--- config.mk ---
export PLATFORM = sky130hd
export DESIGN_NAME = pipeline_hazard_ctrl_flat
export DESIGN_NICKNAME = d
export VERILOG_FILES = /design/src/rtl/pipeline_hazard_ctrl_if.sv /design/src/rtl/pipeline_hazard_ctrl.sv /design/src/flat_wrapper.sv
export SDC_FILE = /design/constraint.sdc
export NUM_CORES = 1
export LEC_CHECK = 0
export ABC_AREA = 1
export CORE_ASPECT_RATIO = 0.5
export CORE_MARGIN = 8
export CORE_UTILIZATION = 42
export DETAILED_ROUTE_END_ITERATION = 16
export PLACE_DENSITY = 0.74
export SLEW_MARGIN = 20
export SYNTH_ARGS = -nofsm -noshare
export SYNTH_HDL_FRONTEND = slang
export SYNTH_SLANG_ARGS = --single-unit
--- constraint.sdc ---
create_clock -name clk -period 2.1 [get_ports clk]
set_clock_uncertainty 0.1 [all_clocks]
set_input_delay 0.315 -clock clk [delete_from_list [all_inputs] [get_ports clk]]
set_output_delay 0.315 -clock clk [all_outputs]
set_load 0.01 [all_outputs]
--- src/rtl/pipeline_hazard_ctrl_if.sv ---
// Pipeline <-> hazard controller bundle: register ids, write enables,
// branch/memory handshake going in; stall/flush/forward controls,
// performance counters and the sticky memory error coming out.
interface pipeline_hazard_ctrl_if #(
  parameter int unsigned CNT_W = 16
);
  // Operand / destination register ids per stage
  logic [4:0]       Rs1D;
  logic [4:0]       Rs2D;
  logic [4:0]       Rs1E;
  logic [4:0]       Rs2E;
  logic [4:0]       RdE;
  logic [4:0]       RdM;
  logic [4:0]       RdW;

  // Pipeline status and data-memory handshake
  logic             RegWriteM;
  logic             RegWriteW;
  logic             ResultSrcE0;
  logic             PCSrcE;
  logic             MemReqM;
  logic             MemReadyM;

  // Controls returned to the pipeline
  logic             StallF;
  logic             StallD;
  logic             StallE;
  logic             StallM;
  logic             FlushD;
  logic             FlushE;
  logic             FlushW;
  logic [1:0]       ForwardAE;
  logic [1:0]       ForwardBE;

  // Observability
  logic [CNT_W-1:0] LoadStallCnt;
  logic [CNT_W-1:0] MemWaitCnt;
  logic             MemErr;

  // Pipeline side: supplies status, consumes controls
  modport master (
    output Rs1D, Rs2D, Rs1E, Rs2E, RdE, RdM, RdW,
    output RegWriteM, RegWriteW, ResultSrcE0, PCSrcE, MemReqM, MemReadyM,
    input  StallF, StallD, StallE, StallM, FlushD, FlushE, FlushW,
    input  ForwardAE, ForwardBE,
    input  LoadStallCnt, MemWaitCnt, MemErr
  );

  // Controller side
  modport slave (
    input  Rs1D, Rs2D, Rs1E, Rs2E, RdE, RdM, RdW,
    input  RegWriteM, RegWriteW, ResultSrcE0, PCSrcE, MemReqM, MemReadyM,
    output StallF, StallD, StallE, StallM, FlushD, FlushE, FlushW,
    output ForwardAE, ForwardBE,
    output LoadStallCnt, MemWaitCnt, MemErr
  );
endinterface

--- src/rtl/pipeline_hazard_ctrl.sv ---
// Hazard and sequencing controller for the 5-stage RV32 pipeline.
// Combinational forwarding, load-use and branch handling, plus a small
// FSM that freezes the whole pipeline while M-stage data memory is busy
// and forces a release (flagging MemErr) after MEM_TIMEOUT wait cycles.
module pipeline_hazard_ctrl #(
  parameter int unsigned MEM_TIMEOUT = 16,
  parameter int unsigned CNT_W       = 16
) (
  input logic                clk,
  input logic                rst_n,
  pipeline_hazard_ctrl_if.slave bus
);

  localparam int unsigned         WAIT_W  = $clog2(MEM_TIMEOUT + 1);
  localparam logic [WAIT_W-1:0]   TIMEOUT = WAIT_W'(MEM_TIMEOUT);

  typedef enum logic {
    RUN,
    MEM_WAIT
  } state_t;

  state_t            state;
  state_t            state_next;
  logic [WAIT_W-1:0] wait_cnt;
  logic [WAIT_W-1:0] wait_next;
  logic              mem_err;
  logic              err_next;
  logic [CNT_W-1:0]  load_stall_cnt;
  logic [CNT_W-1:0]  mem_wait_cnt;

  logic              mem_pending;
  logic              mem_stall;
  logic              lw_stall;
  logic              lw_win;

  // Operand source: M result beats W result; x0 is never forwarded
  function automatic logic [1:0] fwd_sel(
    input logic [4:0] rs,
    input logic       reg_write_m,
    input logic [4:0] rd_m,
    input logic       reg_write_w,
    input logic [4:0] rd_w
  );
    logic [1:0] sel;
    sel = 2'b00;
    if (reg_write_m && (rd_m != 5'd0) && (rd_m == rs)) begin
      sel = 2'b10;
    end else if (reg_write_w && (rd_w != 5'd0) && (rd_w == rs)) begin
      sel = 2'b01;
    end
    return sel;
  endfunction

  // Hazard conditions and which of them wins this cycle
  always_comb begin
    mem_pending = bus.MemReqM && !bus.MemReadyM;
    mem_stall   = mem_pending && (wait_cnt < TIMEOUT);
    lw_stall    = bus.ResultSrcE0 && (bus.RdE != 5'd0) &&
                  ((bus.Rs1D == bus.RdE) || (bus.Rs2D == bus.RdE));
    // A taken branch discards D, so a coincident load-use is not a stall
    lw_win      = lw_stall && !mem_stall && !bus.PCSrcE;
  end

  // Stall / flush / forward outputs, forced inactive while in reset
  always_comb begin
    bus.StallF    = 1'b0;
    bus.StallD    = 1'b0;
    bus.StallE    = 1'b0;
    bus.StallM    = 1'b0;
    bus.FlushD    = 1'b0;
    bus.FlushE    = 1'b0;
    bus.FlushW    = 1'b0;
    bus.ForwardAE = 2'b00;
    bus.ForwardBE = 2'b00;
    if (rst_n) begin
      bus.ForwardAE = fwd_sel(bus.Rs1E, bus.RegWriteM, bus.RdM,
                              bus.RegWriteW, bus.RdW);
      bus.ForwardBE = fwd_sel(bus.Rs2E, bus.RegWriteM, bus.RdM,
                              bus.RegWriteW, bus.RdW);
      if (mem_stall) begin
        // Whole pipe frozen; W gets a bubble so nothing retires twice
        bus.StallF = 1'b1;
        bus.StallD = 1'b1;
        bus.StallE = 1'b1;
        bus.StallM = 1'b1;
        bus.FlushW = 1'b1;
      end else if (bus.PCSrcE) begin
        bus.FlushD = 1'b1;
        bus.FlushE = 1'b1;
      end else if (lw_stall) begin
        bus.StallF = 1'b1;
        bus.StallD = 1'b1;
        bus.FlushE = 1'b1;
      end
    end
  end

  // Memory-wait FSM next state, wait counter and timeout detection
  always_comb begin
    state_next = state;
    wait_next  = wait_cnt;
    err_next   = mem_err;
    unique case (state)
      RUN: begin
        if (mem_stall) begin
          state_next = MEM_WAIT;
          wait_next  = WAIT_W'(1);
        end else begin
          wait_next  = '0;
        end
      end
      MEM_WAIT: begin
        if (!mem_pending) begin
          state_next = RUN;
          wait_next  = '0;
        end else if (wait_cnt < TIMEOUT) begin
          wait_next  = wait_cnt + 1'b1;
        end else begin
          // Timed out: mem_stall is already low, so the pipe moves on now
          state_next = RUN;
          wait_next  = '0;
          err_next   = 1'b1;
        end
      end
      default: begin
        state_next = RUN;
        wait_next  = '0;
      end
    endcase
  end

  // FSM state, wait counter and sticky error register
  always_ff @(posedge clk or negedge rst_n) begin
    if (!rst_n) begin
      state    <= RUN;
      wait_cnt <= '0;
      mem_err  <= 1'b0;
    end else begin
      state    <= state_next;
      wait_cnt <= wait_next;
      mem_err  <= err_next;
    end
  end

  // Saturating performance counters
  always_ff @(posedge clk or negedge rst_n) begin
    if (!rst_n) begin
      load_stall_cnt <= '0;
      mem_wait_cnt   <= '0;
    end else begin
      if (lw_win && (load_stall_cnt != '1)) begin
        load_stall_cnt <= load_stall_cnt + 1'b1;
      end
      if (mem_stall && (mem_wait_cnt != '1)) begin
        mem_wait_cnt <= mem_wait_cnt + 1'b1;
      end
    end
  end

  // Observability outputs
  always_comb begin
    bus.LoadStallCnt = load_stall_cnt;
    bus.MemWaitCnt   = mem_wait_cnt;
    bus.MemErr       = mem_err;
  end

endmodule

--- src/flat_wrapper.sv ---
// flat-port wrapper written by rule: the top's interface ports become plain ports
module pipeline_hazard_ctrl_flat 
#(
  parameter int unsigned MEM_TIMEOUT = 16,
  parameter int unsigned CNT_W       = 16
)
  (clk, rst_n, bus_Rs1D, bus_Rs2D, bus_Rs1E, bus_Rs2E, bus_RdE, bus_RdM, bus_RdW, bus_RegWriteM, bus_RegWriteW, bus_ResultSrcE0, bus_PCSrcE, bus_MemReqM, bus_MemReadyM, bus_StallF, bus_StallD, bus_StallE, bus_StallM, bus_FlushD, bus_FlushE, bus_FlushW, bus_ForwardAE, bus_ForwardBE, bus_LoadStallCnt, bus_MemWaitCnt, bus_MemErr);
  pipeline_hazard_ctrl_if #(.CNT_W(CNT_W)) bus_i ();
  input logic clk;
  input logic rst_n;
  input wire logic [$bits(bus_i.Rs1D)-1:0] bus_Rs1D;
  input wire logic [$bits(bus_i.Rs2D)-1:0] bus_Rs2D;
  input wire logic [$bits(bus_i.Rs1E)-1:0] bus_Rs1E;
  input wire logic [$bits(bus_i.Rs2E)-1:0] bus_Rs2E;
  input wire logic [$bits(bus_i.RdE)-1:0] bus_RdE;
  input wire logic [$bits(bus_i.RdM)-1:0] bus_RdM;
  input wire logic [$bits(bus_i.RdW)-1:0] bus_RdW;
  input wire logic [$bits(bus_i.RegWriteM)-1:0] bus_RegWriteM;
  input wire logic [$bits(bus_i.RegWriteW)-1:0] bus_RegWriteW;
  input wire logic [$bits(bus_i.ResultSrcE0)-1:0] bus_ResultSrcE0;
  input wire logic [$bits(bus_i.PCSrcE)-1:0] bus_PCSrcE;
  input wire logic [$bits(bus_i.MemReqM)-1:0] bus_MemReqM;
  input wire logic [$bits(bus_i.MemReadyM)-1:0] bus_MemReadyM;
  output wire logic [$bits(bus_i.StallF)-1:0] bus_StallF;
  output wire logic [$bits(bus_i.StallD)-1:0] bus_StallD;
  output wire logic [$bits(bus_i.StallE)-1:0] bus_StallE;
  output wire logic [$bits(bus_i.StallM)-1:0] bus_StallM;
  output wire logic [$bits(bus_i.FlushD)-1:0] bus_FlushD;
  output wire logic [$bits(bus_i.FlushE)-1:0] bus_FlushE;
  output wire logic [$bits(bus_i.FlushW)-1:0] bus_FlushW;
  output wire logic [$bits(bus_i.ForwardAE)-1:0] bus_ForwardAE;
  output wire logic [$bits(bus_i.ForwardBE)-1:0] bus_ForwardBE;
  output wire logic [$bits(bus_i.LoadStallCnt)-1:0] bus_LoadStallCnt;
  output wire logic [$bits(bus_i.MemWaitCnt)-1:0] bus_MemWaitCnt;
  output wire logic [$bits(bus_i.MemErr)-1:0] bus_MemErr;
  assign bus_i.Rs1D = bus_Rs1D;
  assign bus_i.Rs2D = bus_Rs2D;
  assign bus_i.Rs1E = bus_Rs1E;
  assign bus_i.Rs2E = bus_Rs2E;
  assign bus_i.RdE = bus_RdE;
  assign bus_i.RdM = bus_RdM;
  assign bus_i.RdW = bus_RdW;
  assign bus_i.RegWriteM = bus_RegWriteM;
  assign bus_i.RegWriteW = bus_RegWriteW;
  assign bus_i.ResultSrcE0 = bus_ResultSrcE0;
  assign bus_i.PCSrcE = bus_PCSrcE;
  assign bus_i.MemReqM = bus_MemReqM;
  assign bus_i.MemReadyM = bus_MemReadyM;
  assign bus_StallF = bus_i.StallF;
  assign bus_StallD = bus_i.StallD;
  assign bus_StallE = bus_i.StallE;
  assign bus_StallM = bus_i.StallM;
  assign bus_FlushD = bus_i.FlushD;
  assign bus_FlushE = bus_i.FlushE;
  assign bus_FlushW = bus_i.FlushW;
  assign bus_ForwardAE = bus_i.ForwardAE;
  assign bus_ForwardBE = bus_i.ForwardBE;
  assign bus_LoadStallCnt = bus_i.LoadStallCnt;
  assign bus_MemWaitCnt = bus_i.MemWaitCnt;
  assign bus_MemErr = bus_i.MemErr;
  pipeline_hazard_ctrl #(.MEM_TIMEOUT(MEM_TIMEOUT), .CNT_W(CNT_W)) u_core (.clk(clk), .rst_n(rst_n), .bus(bus_i));
endmodule
==> impl_metrics.yaml, run 1 <==
run_status:
  status: "complete, no violations"
power_and_ir_drop:
  power_frac_comb_pct: 26.9
  p_seq_share_pct: 40.8
  power_w: 0.00226
  p_sw_w: 0.000664
  powerDensity_nw_per_um2: 583
  switching_share_pct: 29.5
  p_leak_nw: 1.91
  p_int_w: 0.00159
  p_clk_share_pct: 32.3
  ir_drop_uv: 291
setup_path:
  path_class: "in2out"
  required_ps: 1680
  startpoint_type: "primary input"
  cp_slowest_cell: "clkdlybuf4s50_1"
  critical_path_arrival_ps: 1580
  cp_cell_sequence: "clkdlybuf4s50_1 > inv_2 > or2_2 > nand3_1 > nor3_2 > nand3_1 > a21oi_1 > buf_2"
  cpPeakStageDelay_ps: 440
  path_max_fanout: 4
  cp_common_cell: "nand3_1"
  end_kind: "output pin"
  ff2ff_setup_slack_ps: 300
logic_synthesis:
  synth_area_per_cell_sq_um: 7.12
  synth_warnings: 0
  yosysMostFrequentCell: "nand2_1"
  synth.top_cell.area_share_pct: 36.7
  async_flop_share_pct: 100
  ys_ff_latch: 39
  synthTopCellsByCount: "123 x nand2_1, 43 x inv_1, 39 x dfrtp_1, 39 x nor2_1, 23 x xnor2_1"
  ys_seq_area_share_pct: 36.7
  ys_types: 29
  synth_top_area_cell: "dfrtp_1"
  synth_edf_count: 0
  synth.area.top_cells: "dfrtp_1 37%, nand2_1 17%, xnor2_1 7.6%, xor2_1 6.9%, inv_1 6.1%"
  syn_inst: 374
  synthFlopType: "dfrtp_1"
  syn-num-nets: 420
  synthesis.area_sq_um: 2660
placement:
  port_buffers: 86
  place_ws_ps: -492
  place.gp.congestion: 0.840
  dp_hpwl_mm: 5.64
  place_area_sq_um: 3710
global_route:
  met3_usage_pct: 4.53
  grt_pass1_vias: 2627
  antenna_found_initial: 0
  grtUsageMet1_pct: 18.3
  grt-ovfl-total: 0
  busiest_layer: "met2"
  met2_usage_pct: 27.9
  grt_pass1_wl_mm: 12.0
  grt_use_total_pct: 15.9
  grt_max_degree: 40
timing:
  slew_violations: 0
  post-route-min-period_ps: 1990
  setup_viol: 0
  finalHoldViolCount: 0
  slew_headroom_pct: 67.1
  fin_ws_ps: 107
  max_slew.worst_pin.slew_ps: 494
  finalCritPeriodShare_pct: 94.9
  rsz0062_at_grt: "yes"
  fmax_mhz: 502
floorplanning:
  dieHeight_um: 72.3
  rows: 20
  start_util_pct: 43.6
  die-area_sq_um: 9290
  die_x_um: 129
  ios: 87
  core_sq_um: 6110
cells_and_area:
  drive_gt1_share_pct: 11.1
  antenna_cells: 0
  nets: 521
  area_growth_pct: 45.3
  fin_area_sq_um: 3870
  fillCellCount: 570
clocking:
  post-cts-setup-buffers: 0
  cts_buffers: 5
  cts.htree.levels: 2
  cts.path.max_buffers: 2
  clkTransAtPathRegs_ps: 60
  clkLatencyLatePin_ps: 280
  cts_tree: "done"
  ctsRootBufferMaster: "clkbuf_16"
  cts-hold-fix-buffers: 0
  numClockSinks: 39
detailed_routing:
  drt_wl_total_mm: 7.17
  postRouteAntennaNets: 0
  drtIter0Drc: 168
  firstDrtPassIters: 4
  wl_per_cell_um: 12.7
  vias: 2659
  drc: 0
  via_per_inst: 4.71
min_path:
  min-delay-path-class: "in2async"
run:
  max_cap_violations: 0
[state kept, by name, indices dropped and copies added (netlist names)]
signal and flops:
u_core.bus.MemWaitCnt 16, u_core.state 1, u_core.wait_cnt 5, u_core.bus.MemErr 1, u_core.bus.LoadStallCnt 16
[timing repair]
action,4_1_cts,5_1_grt
setup endpoints to repair,11,11
pin swaps,6,9
resized for setup,41,26
[metrics by stage]
stage	TNS (ps)	cells	util (%)	hold slack, ps
after floorplan	0	374	-	-80.6
after global placement	-3880	556	60.8	346
after detailed placement	-4020	556	60.8	362
after CTS	0	564	62.7	57.8
after global routing	-2.53	564	63.3	93.2
final	0	564	63.3	29.3
[per-layer routing]
layer | wire (um) | vias up
met5 | 0 | -
li1 | - | 1377
met1 | 3050 | 1192
met3 | 587 | 7
met4 | 86 | 0
met2 | 3440 | 83
[layout by cell type, fill, tap and decap left out, types with 2 or more instances in the layout]
master / netlist / layout
nand2_1: 123 / 123
clkdlybuf4s50_1: 0 / 54
inv_1: 43 / 41
dfrtp_1: 39 / 39
nor2_1: 39 / 36
xnor2_1: 23 / 23
xor2_1: 21 / 21
nand3_1: 21 / 20
dlymetal6s2s_1: 0 / 14
buf_4: 4 / 13
nand4_1: 11 / 11
nor3_1: 12 / 11
o21ai_0: 8 / 8
buf_2: 2 / 8
dlygate4sd2_1: 0 / 7
inv_2: 3 / 5
a21oi_1: 6 / 5
clkbuf_16: 0 / 5
nor2_2: 1 / 4
ha_1: 3 / 3
nor3b_1: 2 / 2
nand3_2: 1 / 2
clkbuf_2: 0 / 2
buf_12: 0 / 2
[critical path: cells and delay by family]
family	cells	cell delay, ps
compound gates	1	120
buf+inv	3	670
simple gates	4	460
[cell type report]
class                   count  area [sq um]  share of cell area (%)
flip-flops and latches     39           976                    25.2
multi-input cells         282          1490                    38.6
repair buffers            101           975                    25.2
clock inverters             2          12.5                   0.324
well taps                  88           110                    2.85
clock buffers               6           129                    3.33
inverters                  46           173                    4.46
[kinds of logic (layout without fill, tap and decap cells)]
group	after synthesis	after routing	synth area share, %
xor gates and xnor gates	44	44	14.5
adders and majority gates	3	3	1.41
and+or+nand+nor	216	216	34.9
DFF	39	39	36.7
AOI/OAI and AO/OA	19	19	4.14
buffers and inverters	53	155	8.42
[worst paths after layout]
| check | startpoint | end | cells past startpoint |
|---|---|---|---|
| max in group asynchronous | rst_n | u_core.bus.LoadStallCnt[3]$_DFFE_PN0P_ | 2 |
| worst min-delay path | rst_n | u_core.bus.LoadStallCnt[12]$_DFFE_PN0P_ | 2 |
| min in group clk | u_core.bus.MemErr$_DFFE_PN0P_ | u_core.bus.MemErr$_DFFE_PN0P_ | 1 |
| worst min register to register | u_core.bus.MemErr$_DFFE_PN0P_ | u_core.bus.MemErr$_DFFE_PN0P_ | 1 |
| worst max-delay path | bus_RdW[3] | bus_ForwardBE[0] | 8 |
| worst max register to register | u_core.bus.LoadStallCnt[1]$_DFFE_PN0P_ | u_core.bus.LoadStallCnt[11]$_DFFE_PN0P_ | 9 |
[power groups by stage]
| stage | Combinational [W] | Sequential [W] | Clock, W |
|---|---|---|---|
| 6_report | 0.000606 | 0.000920 | 0.000730 |
| 5_1_grt | 0.000671 | 0.000933 | 0.000772 |
| 4_1_cts | 0.000615 | 0.000919 | 0.000750 |
| 3_5_place_dp | 0.000620 | 0.000932 | 0 |
| 3_3_place_gp | 0.000608 | 0.000928 | 0 |
| 2_1_floorplan | 0.000226 | 0.000959 | 0 |
Note: power is estimated with default switching activity, not from simulation.
==> run 2: changes to the inputs <==
CORE_UTILIZATION = 25   (was 42)
PLACE_DENSITY = unset   (was 0.74)
==> run 2 against run 1 <==
  * Worst setup slack worse by 19 ps
  * Clock power is 20% higher
  * Total power is 6.6% higher
  * Sequential share of layout area is 0.80 points lower
  * Critical path type unchanged
  * Largest power group unchanged
==> impl_metrics.yaml, run 2 (synthesis gave the netlist of run 1 again) <==
run_status:
  status: "complete, no violations"
timing:
  rsz0062_at_grt: "no"
  setup_viol: 0
  setup_tns_ps: 0
  fmax_mhz: 497
  slew_violations: 0
  slew_headroom_pct: 66.0
  post-route-min-period_ps: 2010
  finalHoldViolCount: 0
  fin_ws_ps: 88.8
  max_slew.worst_pin.slew_ps: 509
  finalCritPeriodShare_pct: 95.8
global_route:
  grt_pass1_wl_mm: 12.2
  grt_use_total_pct: 10.5
  antenna_found_initial: 0
  grt-ovfl-total: 0
  grt_pass1_vias: 2461
  grt_max_degree: 40
detailed_routing:
  vias: 2620
  drt_wl_total_mm: 7.50
  drtIter0Drc: 85
  wl_per_cell_um: 12.2
  drc: 0
  firstDrtPassIters: 4
  via_per_inst: 4.25
  postRouteAntennaNets: 0
cells_and_area:
  seqCellArea_sq_um: 976
  antenna_cells: 0
  nets: 522
  fin_area_sq_um: 3990
  multiInputGateArea_sq_um: 1510
  area_growth_pct: 50.1
  final_cell_mix: "123 x nand2_1, 60 x clkdlybuf4s50_1, 42 x inv_1, 39 x dfrtp_1, 35 x nor2_1"
  drive_gt1_share_pct: 11.7
  fillCellCount: 1081
  post-route-util_pct: 38.9
  layout_commonest_cell: "nand2_1"
setup_path:
  required_ps: 1680
  end_kind: "output pin"
  path_max_fanout: 3
  critical_path_arrival_ps: 1600
  cp_cell_sequence: "clkdlybuf4s50_1 > xnor2_1 > nand4_1 > nor2_2 > nand2_1 > nor2_1 > buf_2"
  startpoint_type: "primary input"
  cpPeakStageDelay_ps: 580
  path_class: "in2out"
  cp_top_family: "buffers and inverters"
  cp_slowest_cell: "clkdlybuf4s50_1"
  critPathBufInv: 2
clocking:
  cts.path.max_buffers: 2
  numClockSinks: 39
  clkLatencyLatePin_ps: 290
  cts.htree.levels: 2
  ctsRootBufferMaster: "clkbuf_16"
  cts-hold-fix-buffers: 0
  cts_tree: "done"
  cts_buffers: 5
  clkTransAtPathRegs_ps: 60
placement:
  port_buffers: 86
  dp_hpwl_mm: 6.02
  place_ws_ps: -436
  place.gp.congestion: 0.852
  place_area_sq_um: 3780
power_and_ir_drop:
  p_leak_nw: 1.92
  powerDensity_nw_per_um2: 602
  ir_drop_uv: 283
floorplanning:
  rows: 26
  core_sq_um: 10300
  die_x_um: 162
  dieHeight_um: 89.0
  start_util_pct: 25.9
  die-area_sq_um: 14400
  ios: 87
min_path:
  min-delay-path-class: "in2async"
run:
  max_cap_violations: 0
## run 2: final cells by class
class | instances | area share [%]
tap | 140 | 4.39
clock buffer | 5 | 3.13
multi-input combinational | 282 | 37.8
inverter | 46 | 4.32
timing repair buffer | 102 | 24.8
sequential | 39 | 24.4
clock inverter | 3 | 1.10
## run 2: path summary, 6_finish.rpt
check / endpoint / startpoint / depth (start not counted) / slack (ps)
max: bus_ForwardBE[1] / bus_RdM[2] / 7 / 90
min: u_core.bus.LoadStallCnt[12]$_DFFE_PN0P_ / rst_n / 2 / 80
max reg2reg: u_core.bus.LoadStallCnt[6]$_DFFE_PN0P_ / u_core.bus.LoadStallCnt[1]$_DFFE_PN0P_ / 9 / 310
min reg2reg: u_core.wait_cnt[0]$_DFF_PN0_ / u_core.wait_cnt[0]$_DFF_PN0_ / 1 / 380
max in group asynchronous: u_core.bus.LoadStallCnt[14]$_DFFE_PN0P_ / rst_n / 2 / 1440
min in group clk: u_core.wait_cnt[0]$_DFF_PN0_ / u_core.wait_cnt[0]$_DFF_PN0_ / 1 / 380
## run 2: timing repair
| action | CTS | global route |
|---|---|---|
| hold endpoints to repair | 0 | 0 |
| setup endpoints to repair | 11 | 11 |
| gates resized for setup | 38 | 25 |
| setup buffers | 1 | 0 |
| pin swaps | 1 | 7 |
## run 2: layer usage
layer | share of wire [%] | vias up | global-route usage [%]
met4 | 1.4 | 0 | 3.34
met2 | 50 | 30 | 18.9
met1 | 45 | 1196 | 12.5
li1 | - | 1384 | -
met3 | 3.2 | 10 | 2.07
met5 | 0 | - | 0
## run 2: report_power, final
group / internal (W) / leakage, nW / switching [W] / total, W
Clock: 0.000560 / 0.0838 / 0.000317 / 0.000877
Sequential: 0.000828 / 0.524 / 0.0000886 / 0.000916
Combinational: 0.000331 / 1.31 / 0.000280 / 0.000611
## run 2: metrics by stage
step	hold WS, ps	total power (W)	instances
after floorplan	-80.6	0.00119	374
after global placement	370	0.00154	608
after detailed placement	372	0.00155	608
after CTS	93.9	0.00243	617
after global routing	133	0.00254	617
final	81.9	0.00240	617
